==> config.mk <==
export PLATFORM = sky130hd
export DESIGN_NAME = pipe_ctrl
export DESIGN_NICKNAME = d
export VERILOG_FILES = /design/src/rtl/pipe_ctrl.sv
export SDC_FILE = /design/constraint.sdc
export NUM_CORES = 1
export LEC_CHECK = 0
export CORE_UTILIZATION = 48
export DETAILED_ROUTE_END_ITERATION = 8
export PLACE_DENSITY = 0.95
export SYNTH_ARGS = -nofsm -noshare
export SYNTH_HDL_FRONTEND = slang
export SYNTH_SLANG_ARGS = --single-unit
==> constraint.sdc <==
create_clock -name clk -period 3 [get_ports clk]
set_input_delay 0.3 -clock clk [delete_from_list [all_inputs] [get_ports clk]]
set_output_delay 0.3 -clock clk [all_outputs]
set_load 0.01 [all_outputs]
==> src/rtl/pipe_ctrl.sv <==
// Five-stage pipeline sequencer: per-stage enables/flushes, load-use bubble, redirect squash, data-memory freeze.
// Outputs are combinational from state and inputs; a memory access freezes all stages from detect until the MEMDONE advance.
module pipe_ctrl #(
  parameter int CNT_W = 16,
  parameter int REG_W = 6
) (
  input  logic             clk,
  input  logic             rst,
  input  logic [REG_W-1:0] i_id_rs,
  input  logic [REG_W-1:0] i_id_rt,
  input  logic             i_id_use_rs,
  input  logic             i_id_use_rt,
  input  logic [REG_W-1:0] i_ex_rd,
  input  logic             i_ex_regwrt,
  input  logic             i_ex_memread,
  input  logic             i_redirect,
  input  logic             i_mem_rd,
  input  logic             i_mem_wr,
  input  logic             i_dmem_ready,
  output logic             o_pc_en,
  output logic             o_ifid_en,
  output logic             o_idex_en,
  output logic             o_exmem_en,
  output logic             o_memwb_en,
  output logic             o_ifid_flush,
  output logic             o_idex_flush,
  output logic             o_dmem_req,
  output logic [CNT_W-1:0] o_stall_cnt,
  output logic [CNT_W-1:0] o_flush_cnt
);

  typedef enum logic [1:0] {RUN, MEMREQ, MEMDONE} state_t;

  state_t           r_state;
  state_t           w_next;
  logic             w_mem_op;
  logic             w_loaduse;
  logic             w_freeze;
  logic             w_stall_inc;
  logic             w_flush_inc;
  logic [CNT_W-1:0] r_stall_cnt;
  logic [CNT_W-1:0] r_flush_cnt;

  assign w_mem_op  = i_mem_rd | i_mem_wr;
  assign w_loaduse = i_ex_memread & i_ex_regwrt &
                     ((i_id_use_rs & (i_id_rs == i_ex_rd)) |
                      (i_id_use_rt & (i_id_rt == i_ex_rd)));

  always_ff @(posedge clk or posedge rst) begin
    if (rst) r_state <= RUN;
    else     r_state <= w_next;
  end

  always_comb begin
    w_next = r_state;
    case (r_state)
      RUN:     if (w_mem_op) w_next = MEMREQ;
      MEMREQ:  if (i_dmem_ready) w_next = MEMDONE;
      MEMDONE: w_next = RUN;
      default: w_next = RUN;
    endcase
  end

  always_comb begin
    o_pc_en      = 1'b0;
    o_ifid_en    = 1'b0;
    o_idex_en    = 1'b0;
    o_exmem_en   = 1'b0;
    o_memwb_en   = 1'b0;
    o_ifid_flush = 1'b0;
    o_idex_flush = 1'b0;
    o_dmem_req   = 1'b0;
    w_freeze     = 1'b0;
    w_stall_inc  = 1'b0;
    w_flush_inc  = 1'b0;
    case (r_state)
      RUN:     w_freeze = w_mem_op;
      MEMREQ:  w_freeze = 1'b1;
      default: w_freeze = 1'b0;
    endcase
    if (!rst) begin
      if (w_freeze) begin
        o_dmem_req  = 1'b1;
        w_stall_inc = 1'b1;
      end else if (i_redirect) begin
        // Any load-use stall here belongs to a wrong-path instruction.
        {o_pc_en, o_ifid_en, o_idex_en, o_exmem_en, o_memwb_en} = 5'b11111;
        o_ifid_flush = 1'b1;
        o_idex_flush = 1'b1;
        w_flush_inc  = 1'b1;
      end else if (w_loaduse) begin
        {o_pc_en, o_ifid_en, o_idex_en, o_exmem_en, o_memwb_en} = 5'b00111;
        o_idex_flush = 1'b1;
        w_stall_inc  = 1'b1;
      end else begin
        {o_pc_en, o_ifid_en, o_idex_en, o_exmem_en, o_memwb_en} = 5'b11111;
      end
    end
  end

  always_ff @(posedge clk or posedge rst) begin
    if (rst) begin
      r_stall_cnt <= '0;
      r_flush_cnt <= '0;
    end else begin
      if (w_stall_inc && (r_stall_cnt != {CNT_W{1'b1}})) r_stall_cnt <= r_stall_cnt + 1'b1;
      if (w_flush_inc && (r_flush_cnt != {CNT_W{1'b1}})) r_flush_cnt <= r_flush_cnt + 1'b1;
    end
  end

  assign o_stall_cnt = r_stall_cnt;
  assign o_flush_cnt = r_flush_cnt;

endmodule

After elaboration in Yosys (flattened, before gate mapping) --
Index checks and enable logic that the tools add are counted. W data, S select, Z words.
Storage, ports and cells: register bits after elaboration 34, input port bits 28, output and inout port bits 40, word-level logic and storage cells 44
Cells by class: add/subtract/negate cells 2, eq/ne operators 7, mux-type cells 22, bitwise logic cells 6, reductions and logical operators 4
Operators with widths (count):
- $add A16 B1 Y16 const B | 2
- $ne A16 B16 Y1 const B | 2
- $mux W1 | 18
- $eq A6 B6 Y1 | 2
- $and A1 B1 Y1 | 4
- $mux W2 | 2
- $ne A2 B2 Y1 const B | 2
- $pmux W2 S2 | 1
- $eq A2 B1 Y1 const B | 1
- $logic_and A1 B1 Y1 | 2
- $logic_not A2 Y1 | 1
- $or A1 B1 Y1 | 2
- $pmux W1 S2 | 1
- $reduce_and A2 Y1 | 1

Depth between registers and ports, before layout --
word-level depth 9, gate-level depth with buffers 7, mapped depth without buffers 7

Worst setup path before layout --
Ideal clock, no wire load.
path type input -> register, start point input port rst, end point register r_flush_cnt[7] (netlist: o_flush_cnt[7]), arrival 2140 ps, required time 2874 ps, slack 734 ps, stages 6, cells stage by stage inv_1 -> o211ai_1 -> a31oi_4 -> and4_1 -> nand4_1 -> xnor2_1
Between the ends: cells in the longest elaborated chain, start to end 2
RTL lines:
- from (decl) | RTL line 8 | input logic rst,
- $mux W1 | RTL line 81 | if (!rst) begin
- $logic_and A1 B1 Y1 | RTL line 107 | if (w_flush_inc && (r_flush_cnt != {CNT_W{1'b1}})) r_flush_cnt <= r_flush_cnt + 1'b1;
- to (signal assigned) | RTL line 107
- to (decl) | RTL line 42 | logic [CNT_W-1:0] r_flush_cnt;
No other way between the ends. A chain may end at the register's enable or synchronous reset.

Worst setup path in the final report --
start point input port i_ex_rd[0], end point output port o_idex_flush
Between the ends: cells in the longest elaborated chain, start to end 8
RTL lines:
- from (decl) | RTL line 13 | input logic [REG_W-1:0] i_ex_rd,
- $eq A6 B6 Y1 (on tied branches) | RTL line 46, 47
- $and A1 B1 Y1 (on tied branches) | RTL line 46, 47
- $or A1 B1 Y1 (*) | RTL line 46 | ((i_id_use_rs & (i_id_rs == i_ex_rd)) |
- $and A1 B1 Y1 (*) | RTL line 45 | assign w_loaduse = i_ex_memread & i_ex_regwrt &
- $mux W1 (*) | RTL line 91 | end else if (w_loaduse) begin
- $mux W1 (*) | RTL line 85 | end else if (i_redirect) begin
- $mux W1 (*) | RTL line 82 | if (w_freeze) begin
- $mux W1 (*) | RTL line 81
- to (decl) | RTL line 26 | output logic o_idex_flush,
Mark *: on every way between the ends. The rest lies on a longest branch, timed or not.

==> parameters.txt <==
Parameter                              Value

Floorplanning
  Standard-cell row count    22
  Initial Utilization    0.507
  Height of the die    64.7 µm
  Horizontal extent of the die    64.7 µm
  Area inside the core boundary    0.00372 mm²
  Number of ports placed on the die boundary    68
  Total die area    0.00418 mm²

Min path
  Hold Crit Start    r_state[1]
  Cells on Worst Hold Path    1
  Class of the most critical hold timing path    register to register
  Endpoint of the worst hold-timing path    r_state[1]

Setup path
  Largest delay share family, worst path    buffers and inverters
  Largest incremental delay on the critical path    0.56 ns
  Critical Path, Cell by Cell    clkdlybuf4s50_1 -> xnor2_1 -> nand4_1 -> o22ai_2 -> nand3_1 -> a21boi_0 -> clkdlybuf4s50_1
  CP required    2.70 ns
  Critical setup path kind    input pin to primary output
  Cell with the most instances on the worst path    clkdlybuf4s50_1
  Critical path data arrival time    2.17 ns
  Kind of start point of the critical path    input pin
  Max FO, Critical Path    2
  Buffering stage count on the worst path with inverters included    2
  Critical R2R Capture    o_stall_cnt[1]
  Worst-case register-to-register setup slack    0.96 ns
  Cell with the largest stage delay on the worst path    clkdlybuf4s50_1
  Reg2Reg Depth    5
  Startpoint of the worst-slack reg-to-reg timing path    r_state[0]
  Endpoint type of the worst setup path    primary output

Synth
  Post-synthesis async set-or-reset flop share    1.00
  Post-synthesis instance area    0.00188 mm²
  Number of warnings issued by yosys    0
  Leading post-synthesis cells by cell area    dfrtp_1 (45%), xnor2_1 (8.8%), xor2_1 (8.4%)
  Synth Register Bits    34
  Cell count after synthesis    170
  Library cells used by synthesis    37
  Cell with the most instances after synthesis    dfrtp_1
  Number of enable-type register cells in the synthesized netlist    0
  Cell type contributing the most total cell area after synthesis    dfrtp_1
  Fraction of post-synthesis cell area in the top cell type by area    0.452
  Avg Inst Size Synth    11.1 µm²
  Post-Synthesis Net Count    200
  Top_reg_cell synth    dfrtp_1
  Part of the Yosys area used for sequential elements    0.452
  Most used standard cells in the synthesized netlist    dfrtp_1 (34), xnor2_1 (19), xor2_1 (18)

Clocking
  Post-CTS Setup Bufs    0
  Hold_buf cts    0
  CTS Sinks    34
  Largest buffer count on any clock path    2
  Clock tree root buffer cell    clkbuf_8
  H-Tree Level Count    2
  Number of gates resized after cts    0
  Later-pin clock latency in the skew report    0.28 ns
  TritonCTS clock tree    done
  Cts bufs inserted    5
  Register clock-pin slew on the reported worst setup and hold paths    0.06 ns

Run status
  Status    complete, no violations

Detailed routing
  Per-cell routed wire length    13.5 µm
  Via/cell ratio    5.29
  Total detailed-routing wirelength    3920 µm
  Starting DRC count in detailed routing    40
  DRC violations left    0
  Vias    1529
  Number of routed nets with antenna violations    0
  TritonRoute pass-1 iters    4

Placed design
  Estimated wirelength of the detail-placed design    2960 µm
  Port Buffer Count    67
  Placer Congestion    0.793

Timing
  Time the worst path needs with I/O delays and setup    2.47 ns
  Fmax    0.404 GHz
  Unrepaired setup endpoints after global routing    false
  TNS Setup    0 ns
  Max transition margin    0.569
  Max Slew Vio Count    0
  Actual transition at the worst max-transition pin    0.645 ns
  Max Clock Skew    0.00537 ns
  Hold violation total from the final report    0
  Part of the cycle the worst path needs    0.824
  Number of failing setup endpoints in the final timing report    0

Layout
  Nets    271
  P&R area growth vs syn    43.4%
  Layout cell share with drive strength beyond 1    0.104
  Antenna Cells    0
  Utilization after layout    0.727
  Number of fillers in the final layout    269

GRT
  Via count of the first global-routing pass    1512
  Maximum number of pins on one net before global-route repair    35
  Global-route wire length before repair    6670 µm
  Residual overflow from global routing    0
  GRT Overall Usage    0.209
  Initial antenna violation count    0

Pwr
  IR drop worst, VDD    341 µV
  Standby leakage power    1.12 nW
  Total chip power    0.00158 W
  Power density over cell area    587 mW/mm²

Run
  Max-capacitance violation count    0
==> sequential cells by signal, indices dropped and copies added, names as in the netlist <==
register and cells:
o_flush_cnt 16, o_stall_cnt 16, r_state 2
==> metal layers <==
| metal | vias up | global-route usage | share of wire |
|---|---|---|---|
| li1 | 733 | - | - |
| met1 | 732 | 0.254 | 0.42 |
| met2 | 60 | 0.350 | 0.48 |
| met3 | 4 | 0.0599 | 0.084 |
| met4 | 0 | 0.0778 | 0.0097 |
| met5 | - | 0 | 0 |
==> cell families after synthesis <==
family                     share of synthesized area
and+or+nand+nor                                0.242
adders and majority gates                     0.0133
buffers and inverters                         0.0279
xor gates and xnor gates                       0.172
muxes                                         0.0299
DFF                                            0.452
AOI/OAI and AO/OA                             0.0637
==> area by class of cell <==
type                            count  area [µm²]  share of cell area
Tap cell                           48        60.1              0.0222
Clock buffer                        6        82.6              0.0306
Multi-Input combinational cell    127         981               0.363
Timing Repair Buffer               68         678               0.251
Inverter                            5        18.8             0.00695
Sequential cell                    34         851               0.315
Clock inverter                      1        30.0              0.0111
==> worst max-delay path by stage <==
stage | cells after the start | slack [ns] | start | to
after detailed placement | 7 | 0.50 | i_ex_rd[0] | o_idex_flush
after global placement | 7 | 0.55 | i_ex_rd[0] | o_idex_flush
final | 7 | 0.53 | i_ex_rd[0] | o_idex_flush
after global routing | 6 | 0.37 | i_mem_wr | o_idex_flush
after CTS | 7 | 0.50 | i_ex_rd[0] | o_idex_flush
after floorplan | 6 | 0.73 | rst | o_flush_cnt[7]
==> worst register-to-register path: cells and delay by family, from the launching register on <==
kind,cells,cell delay [ns]
muxes,1,0.34
and+or+nand+nor,3,0.65
AOI/OAI and AO/OA,1,0.57
DFF,1,0.38
==> power breakdown <==
part	switching [W]	total (W)	internal (W)
clock network	0.000153	0.000418	0.000266
registers	0.000105	0.000651	0.000547
logic	0.000226	0.000515	0.000289
total	0.000484	0.00158	0.00110
==> through the flow <==
step / instance area (µm²) / std cells / hold slack [ns] / setup WS (ns)
2_1_floorplan: 1880 / 170 / 0.430 / 0.734
3_3_place_gp: 2590 / 282 / 0.459 / 0.552
3_5_place_dp: 2590 / 282 / 0.477 / 0.499
4_1_cts: 2700 / 289 / 0.488 / 0.503
5_1_grt: 2700 / 289 / 0.510 / 0.371
6_report: 2700 / 289 / 0.486 / 0.527
==> cells in the final DEF, fill, tap and decap left out, types with 2 or more instances in the layout <==
| cell | netlist | layout |
|---|---|---|
| nor2_1 | 10 | 10 |
| and3_1 | 4 | 4 |
| and4_1 | 4 | 4 |
| nor3_1 | 7 | 7 |
| a21boi_0 | 2 | 2 |
| ha_1 | 2 | 2 |
| xor2_1 | 18 | 18 |
| nor4_4 | 2 | 2 |
| nor4b_2 | 3 | 3 |
| mux2_2 | 4 | 4 |
| inv_1 | 5 | 5 |
| clkdlybuf4s50_1 | 0 | 67 |
| nand4_1 | 5 | 5 |
| nand3_1 | 11 | 11 |
| xnor2_1 | 19 | 19 |
| and2_1 | 2 | 2 |
| nand2_1 | 15 | 15 |
| clkbuf_8 | 0 | 6 |
| nand2b_1 | 2 | 2 |
| dfrtp_1 | 34 | 34 |
Power figures use the tool's default switching activity.
